<file path="src/rtl/adder_accum_pkg.sv">
// Shared types for the adder-fed streaming accumulator.
package adder_accum_pkg;

    // ACCUM: taking samples; DONE: holding a finished result for the consumer.
    typedef enum logic [0:0] {ACCUM, DONE} adder_accum_state_e;

endpackage

</file>
<file path="src/rtl/adder.sv">
// Ripple-carry adder: width_p-bit operands, (width_p+1)-bit sum with carry-out as MSB.
module adder #(
    parameter int width_p = 8
) (
    input  logic [width_p-1:0] a_i,
    input  logic [width_p-1:0] b_i,
    output logic [width_p:0]   sum_o
);

    logic [width_p:0] carry;

    assign carry[0] = 1'b0;

    // One full-adder cell per bit, carry rippling from LSB to MSB.
    for (genvar i = 0; i < width_p; i++) begin : g_bit
        assign sum_o[i]     = a_i[i] ^ b_i[i] ^ carry[i];
        assign carry[i + 1] = (a_i[i] & b_i[i]) | (carry[i] & (a_i[i] ^ b_i[i]));
    end

    assign sum_o[width_p] = carry[width_p];

endmodule

</file>
<file path="src/rtl/adder_accumulator.sv">
// Streaming accumulator: sums els_p unsigned samples through the ripple-carry
// adder and offers each total on a valid/ready output.
module adder_accumulator
    import adder_accum_pkg::*;
#(
    parameter  int width_p      = 5,
    parameter  int els_p        = 4,
    localparam int sum_width_lp = width_p + $clog2(els_p)
) (
    input  logic                    clk_i,
    input  logic                    reset_i,
    input  logic                    valid_i,
    input  logic [width_p-1:0]      data_i,
    output logic                    ready_o,
    output logic                    valid_o,
    output logic [sum_width_lp-1:0] sum_o,
    input  logic                    ready_i
);

    localparam int count_w_lp = $clog2(els_p);
    localparam logic [count_w_lp-1:0] last_count_lp = count_w_lp'(els_p - 1);

    adder_accum_state_e      state_r;
    logic [sum_width_lp-1:0] acc_r;
    logic [sum_width_lp-1:0] sum_r;
    logic [count_w_lp-1:0]   count_r;

    logic [sum_width_lp-1:0] data_ext;
    logic [sum_width_lp:0]   add_sum;
    logic [sum_width_lp-1:0] acc_next;
    logic                    carry_unused;
    logic                    accept;

    assign data_ext = sum_width_lp'(data_i);

    adder #(
        .width_p(sum_width_lp)
    ) u_adder (
        .a_i  (acc_r),
        .b_i  (data_ext),
        .sum_o(add_sum)
    );

    // The carry-out can never be set: els_p*(2^width_p-1) fits in sum_width_lp bits.
    assign acc_next     = add_sum[sum_width_lp-1:0];
    assign carry_unused = add_sum[sum_width_lp];

    assign ready_o = (state_r == ACCUM);
    assign valid_o = (state_r == DONE);
    assign sum_o   = sum_r;
    assign accept  = valid_i && (state_r == ACCUM);

    // Accumulate accepted samples; on the last one latch the total and hold it until taken.
    always_ff @(posedge clk_i or posedge reset_i) begin
        if (reset_i) begin
            state_r <= ACCUM;
            acc_r   <= '0;
            count_r <= '0;
            sum_r   <= '0;
        end else begin
            case (state_r)
                ACCUM: begin
                    if (accept) begin
                        if (count_r == last_count_lp) begin
                            sum_r   <= acc_next;
                            acc_r   <= '0;
                            count_r <= '0;
                            state_r <= DONE;
                        end else begin
                            acc_r   <= acc_next;
                            count_r <= count_r + count_w_lp'(1);
                        end
                    end
                end
                DONE: begin
                    if (ready_i) begin
                        state_r <= ACCUM;
                    end
                end
                default: state_r <= ACCUM;
            endcase
        end
    end

endmodule

</file>
<file path="config.mk">
export PLATFORM = sky130hd
export DESIGN_NAME = adder_accumulator
export DESIGN_NICKNAME = d
export VERILOG_FILES = /design/src/rtl/adder_accum_pkg.sv /design/src/rtl/adder.sv /design/src/rtl/adder_accumulator.sv
export SDC_FILE = /design/constraint.sdc
export NUM_CORES = 1
export LEC_CHECK = 0
export ABC_AREA = 1
export CORE_MARGIN = 1
export CORE_UTILIZATION = 50
export CTS_CLUSTER_SIZE = 28
export DETAILED_ROUTE_END_ITERATION = 10
export GPL_ROUTABILITY_DRIVEN = 0
export PLACE_DENSITY_LB_ADDON = 0.08
export SYNTH_ARGS = -nofsm -noshare
export SYNTH_HDL_FRONTEND = slang
export SYNTH_SLANG_ARGS = --single-unit
</file>
<file path="constraint.sdc">
create_clock -name clk_i -period 3.6 [get_ports clk_i]
set_clock_uncertainty 0.05 [all_clocks]
set_input_delay 1.08 -clock clk_i [delete_from_list [all_inputs] [get_ports clk_i]]
set_output_delay 1.08 -clock clk_i [all_outputs]
set_load 0.02 [all_outputs]
</file>
==> impl_metrics.toml, run 1 <==
[cts]
hold_buffers = 0
clk_latency_ns = 0.28
clockRootBuffer = "clkbuf_4"
cts_htree_levels = 1
cts.repair.resized = 0
cts_tree = "yes"
clockBufferDepth = 2
clock-sinks = 17
cts_inserted_buffers = 3
post_cts_buffers = 0
clkTransAtPathRegs_ns = 0.10

[placed_design]
port_buffers = 17
dp_hpwl_um = 1180
place_worst_setup_slack_ns = 0.0307

[logic_synthesis]
syn_inst = 93
synth-main-ff-cell = "dfrtp_1"
synth.area.top_cells = "dfrtp_1 50%, nand2_1 20%, fa_1 9.5%"
synth_edf_count = 0
synth_largest_area_cell = "dfrtp_1"
yosysMostFrequentCell = "nand2_1"
avgSynthCellArea_um2 = 9.11
ys_seq_area_frac = 0.502
synth_common_cells = "46 x nand2_1, 17 x dfrtp_1, 13 x inv_1"
yosysWarnings = 0
synth-async-reset-ratio = 1.00
ys_ff_latch = 17
yosysTopAreaCellShare = 0.502
synth_nets = 109
synth.distinct_cells = 13
synth.cell_area_um2 = 847

[grt]
grt_pass1_wl_um = 2470
antenna_found_initial = 0
grt_pass1_vias = 575
grt_remaining_overflow = 0
grt_max_degree = 18
track_usage = 0.186

[power]
power_frac_comb = 0.499
power.total_w = 0.000855
seq_power_share = 0.383
power_density_mw_per_mm2 = 813
p_clk_frac = 0.117
intPower_w = 0.000505
p_switching_w = 0.000351
p_leak_nw = 0.565
p_sw_frac = 0.410
vdd_drop_max_uv = 431

[drt]
wire_per_inst_um = 12.0
route.vias.total = 637
postRouteAntennaNets = 0
route.detailed.vias_per_inst = 4.94
routed_wl_um = 1540
drt-initial-drc-count = 13
firstDrtPassIters = 4
drc = 0

[sta]
max_slew_margin = 0.569
fmax_mhz = 308
tightestPinTransition_ns = 0.647
layout_setup_ws_ns = 0.354
slew_violations = 0
setup_viol = 0
fin_setup_tns_ns = 0
fin_crit_sh = 0.902
min_period_ns = 3.25
hold_viol = 0
rsz0062_at_grt = "false"

[die]
ios = 18
rows = 14
start_util = 0.550
fp.dieW_um = 43.2
die_h_um = 43.2
core_mm2 = 0.00154
die-area_mm2 = 0.00186

[cells_and_area]
num-fill-cells = 128
syn_to_final_growth_pct = 24.2
multi_input_area_um2 = 358
layout-drive-gt1-share = 0.0708
nNetsFinal = 130
antennaDiodeCount = 0
register_area_um2 = 425

[critical_path]
cp_cell_sequence = "clkdlybuf4s50_1 -> ha_1 -> inv_1 -> fa_1 -> fa_1 -> inv_1 -> fa_1 -> fa_1 -> ha_1 -> inv_1 -> nand2_1 -> nand2_1 -> nand2_1 -> nand2_1"
slowest_stage = "clkdlybuf4s50_1"
endpoint_kind = "flop"
critPathKind = "input port to flop"
startpoint_type = "input port"
crit_arrival_ns = 3.42
critPathRequiredTime_ns = 3.77
slowest_delay_ns = 0.40
cp_max_fo = 2

[outcome]
outcome = "completed"

[min_path]
holdCritPathClass = "flop to flop"

[job]
drv_cap = 0
## cells by family after synthesis
kind of cell    share of synthesized area
buf+inv                            0.0753
simple gates                        0.266
flops                               0.502
fa+ha+maj                           0.139
compound gates                     0.0177
## state kept, by name (all words and copies together), names as in the netlist
register	flops
acc_r	7
sum_o	7
count_r	2
valid_o	1
## final cells by class
class                   instances  share of cell area
multi-input cells              61               0.340
well taps                      16              0.0190
inverters                      14              0.0499
clock buffers                   4              0.0250
flip-flops and latches         17               0.404
repair buffers                 17               0.162
## worst max-delay path: cells and delay by family
kind          cells  cell delay [ns]
fa+ha+maj         6             1.51
buf+inv           4             0.57
simple gates      4             0.25
## worst paths after layout
kind | slack, ns | endpoint | from | depth (start not counted)
max | 0.35 | acc_r[6]$_DFFE_PP0P_ | data_i[0] | 14
max reg2reg | 1.17 | acc_r[6]$_DFFE_PP0P_ | acc_r[0]$_DFFE_PP0P_ | 13
min in group asynchronous | 1.12 | sum_o[0]$_DFFE_PP0P_ | reset_i | 2
min | 0.44 | sum_o[0]$_DFFE_PP0P_ | sum_o[0]$_DFFE_PP0P_ | 2
max in group asynchronous | 1.96 | acc_r[1]$_DFFE_PP0P_ | reset_i | 2
min reg2reg | 0.44 | sum_o[0]$_DFFE_PP0P_ | sum_o[0]$_DFFE_PP0P_ | 2
## power groups by stage
| stage | clock [W] | combinational [W] | sequential, W |
|---|---|---|---|
| 2_1_floorplan | 0 | 0.000239 | 0.000370 |
| 3_3_place_gp | 0 | 0.000414 | 0.000324 |
| 3_5_place_dp | 0 | 0.000433 | 0.000333 |
| 4_1_cts | 0.000104 | 0.000434 | 0.000329 |
| 5_1_grt | 0.000108 | 0.000481 | 0.000338 |
| 6_report | 0.000100 | 0.000427 | 0.000328 |
## through the flow
| step | instance area, um^2 | hold slack, ns | util | cells |
|---|---|---|---|---|
| after detailed placement | 1030 | 0.414 | 0.666 | 125 |
| final | 1050 | 0.436 | 0.683 | 129 |
| after CTS | 1050 | 0.438 | 0.683 | 129 |
| after floorplan | 847 | 0.396 | - | 93 |
| after global routing | 1050 | 0.460 | 0.683 | 129 |
| after global placement | 1030 | 0.410 | 0.666 | 125 |
## cells in the final DEF, fill, tap and decap left out
master,n
ha_1,3
inv_1,13
dfrtp_1,17
inv_2,1
nand3_2,1
o21ai_0,3
nor2_4,1
nand2_1,46
clkbuf_1,1
clkbuf_4,3
fa_1,4
nand3_1,1
nand2_2,1
clkdlybuf4s50_1,17
nor2_8,1
## routing by layer
metal  wire length [um]  global-route usage  up-vias
met5                  0                   0        -
met4                 28              0.0909        0
met3                 62              0.0255        4
met2                763               0.307       18
met1                689               0.238      297
li1                   -                   -      318
Note: power is estimated with default switching activity, not from simulation.
==> run 2: changes to the inputs <==
==> constraint.sdc (replaced) <==
create_clock -name clk_i -period 3.6 [get_ports clk_i]
set_clock_uncertainty 0.05 [all_clocks]
set_input_delay 1.08 -clock clk_i [delete_from_list [all_inputs] [get_ports clk_i]]
set_output_delay 1.08 -clock clk_i [all_outputs]
set_load 0.05 [all_outputs]
==> results of run 2 <==
The final DEF is identical to that of run 1. Status: completed.
Among the figures that moved: total power 0.000855 W -> 0.000952 W; worst IR drop on VDD 431 uV -> 473 uV
==> run 3: changes to the inputs <==
==> constraint.sdc (replaced) <==
create_clock -name clk_i -period 3.6 [get_ports clk_i]
set_clock_uncertainty 0.05 [all_clocks]
set_input_delay 0.9 -clock clk_i [delete_from_list [all_inputs] [get_ports clk_i]]
set_output_delay 0.9 -clock clk_i [all_outputs]
set_load 0.05 [all_outputs]
==> impl_metrics.toml, run 3 (synthesis gave the netlist of run 1 again) <==
[cts]
clock-sinks = 17
clockBufferDepth = 2
cts_tree = "yes"
cts_htree_levels = 1
cts.repair.resized = 0
clockRootBuffer = "clkbuf_4"
post_cts_buffers = 0
cts_inserted_buffers = 3
hold_buffers = 0
clkTransAtPathRegs_ns = 0.09
clk_latency_ns = 0.29

[drt]
wl_met3_um = 46
wl_met1_um = 684
highest_layer = "met4"
route.detailed.vias_per_inst = 4.91
wire_per_inst_um = 11.4
firstDrtPassIters = 4
postRouteAntennaNets = 0
drc = 0
routed_wl_um = 1470
route.vias.total = 634
met2_length_um = 705
drt-initial-drc-count = 13

[critical_path]
critPathKind = "input port to flop"
cp_cell_sequence = "clkdlybuf4s50_1 -> ha_1 -> inv_1 -> fa_1 -> fa_1 -> inv_1 -> fa_1 -> fa_1 -> ha_1 -> inv_1 -> nand2_1 -> nand2_1 -> nand2_1 -> nand2_1"
crit_arrival_ns = 3.20
slowest_delay_ns = 0.40
r2r_setup_slack_ns = 1.21
startpoint_type = "input port"
cp_max_fo = 2
path_buf_inv = 4
critPathRequiredTime_ns = 3.79
r2r_cells = 13
endpoint_kind = "flop"
cp_top_family = "adder cells"
slowest_stage = "clkdlybuf4s50_1"
regToRegStartpoint = "acc_r[0]$_DFFE_PP0P_"
startpoint = "data_i[0]"
rr_endpoint = "acc_r[6]$_DFFE_PP0P_"

[sta]
max_slew_margin = 0.568
tightestPinTransition_ns = 0.647
hold_viol = 0
rsz0062_at_grt = "false"
fin_crit_sh = 0.839
fin_setup_tns_ns = 0
fmax_mhz = 331
min_period_ns = 3.02
setup_viol = 0
slew_violations = 0

[cells_and_area]
num-fill-cells = 133
final_cell_mix = "46 x nand2_1, 17 x dfrtp_1, 17 x clkdlybuf4s50_1, 13 x inv_1, 4 x fa_1"
nNetsFinal = 130
final_common_cell = "nand2_1"
antennaDiodeCount = 0
layout-drive-gt1-share = 0.0708
fin_area_mm2 = 0.00105
syn_to_final_growth_pct = 24.2

[min_path]
hold_start = "sum_o[4]$_DFFE_PP0P_"
min_path_cells = 2
holdCritPathClass = "flop to flop"
hold_end = "sum_o[4]$_DFFE_PP0P_"

[outcome]
outcome = "completed"

[die]
die-area_mm2 = 0.00186
start_util = 0.550
ios = 18
die_h_um = 43.2
fp.dieW_um = 43.2
rows = 14
core_mm2 = 0.00154

[grt]
antenna_found_initial = 0
grt_pass1_wl_um = 2630
grt_pass1_vias = 629
track_usage = 0.201
grt_max_degree = 18
grt_remaining_overflow = 0

[placed_design]
port_buffers = 17
dp_hpwl_um = 1100
placed_area_mm2 = 0.00103

[power]
power_density_mw_per_mm2 = 900
vdd_drop_max_uv = 515
p_leak_nw = 0.565
power.total_w = 0.000947

[job]
drv_cap = 0
[run 3: cell counts in the layout (fill, tap and decap cells not counted)]
No cell type changed its count.
[run 3: area by class of cell]
cell class | instances | area, um^2 | share of cell area
clock buffers | 4 | 26.3 | 0.0250
well taps | 16 | 20.0 | 0.0190
inverters | 14 | 52.6 | 0.0499
multi-input cells | 61 | 358 | 0.340
flip-flops and latches | 17 | 425 | 0.404
repair buffers | 17 | 170 | 0.162
[run 3: stage by stage]
stage | std cells | utilization | hold slack, ns | setup WS [ns]
floorplan | 93 | - | 0.396 | 0.820
global placement | 125 | 0.666 | 0.410 | 0.301
detailed placement | 125 | 0.666 | 0.419 | 0.247
CTS | 129 | 0.683 | 0.442 | 0.559
global route | 129 | 0.683 | 0.463 | 0.415
finish | 129 | 0.683 | 0.438 | 0.581
[run 3: tightest hold or removal path: stages, from the launching register on]
cell and delay [ns]:
dfrtp_1 0.35, nand2_1 0.05, nand2_1 0.06
[run 3: worst max-delay path by stage]
stage | end | slack (ns) | cells after the start
4_1_cts | acc_r[6]$_DFFE_PP0P_ | 0.56 | 14
5_1_grt | acc_r[6]$_DFFE_PP0P_ | 0.41 | 14
3_3_place_gp | acc_r[6]$_DFFE_PP0P_ | 0.30 | 13
6_report | acc_r[6]$_DFFE_PP0P_ | 0.58 | 14
2_1_floorplan | sum_o[6]$_DFFE_PP0P_ | 0.82 | 12
3_5_place_dp | acc_r[6]$_DFFE_PP0P_ | 0.25 | 14
[run 3: layer usage]
metal | track usage | vias up
li1 | - | 319
met1 | 0.241 | 297
met2 | 0.325 | 13
met4 | 0.109 | 0
met5 | 0 | -
met3 | 0.0511 | 5
[run 3: power breakdown]
part | total (W) | switching, W | leakage [nW] | internal [W]
clock | 0.000104 | 0.0000606 | 0.0150 | 0.0000431
sequential | 0.000327 | 0.0000505 | 0.215 | 0.000276
combinational | 0.000516 | 0.000333 | 0.335 | 0.000183
total | 0.000947 | 0.000444 | 0.565 | 0.000502
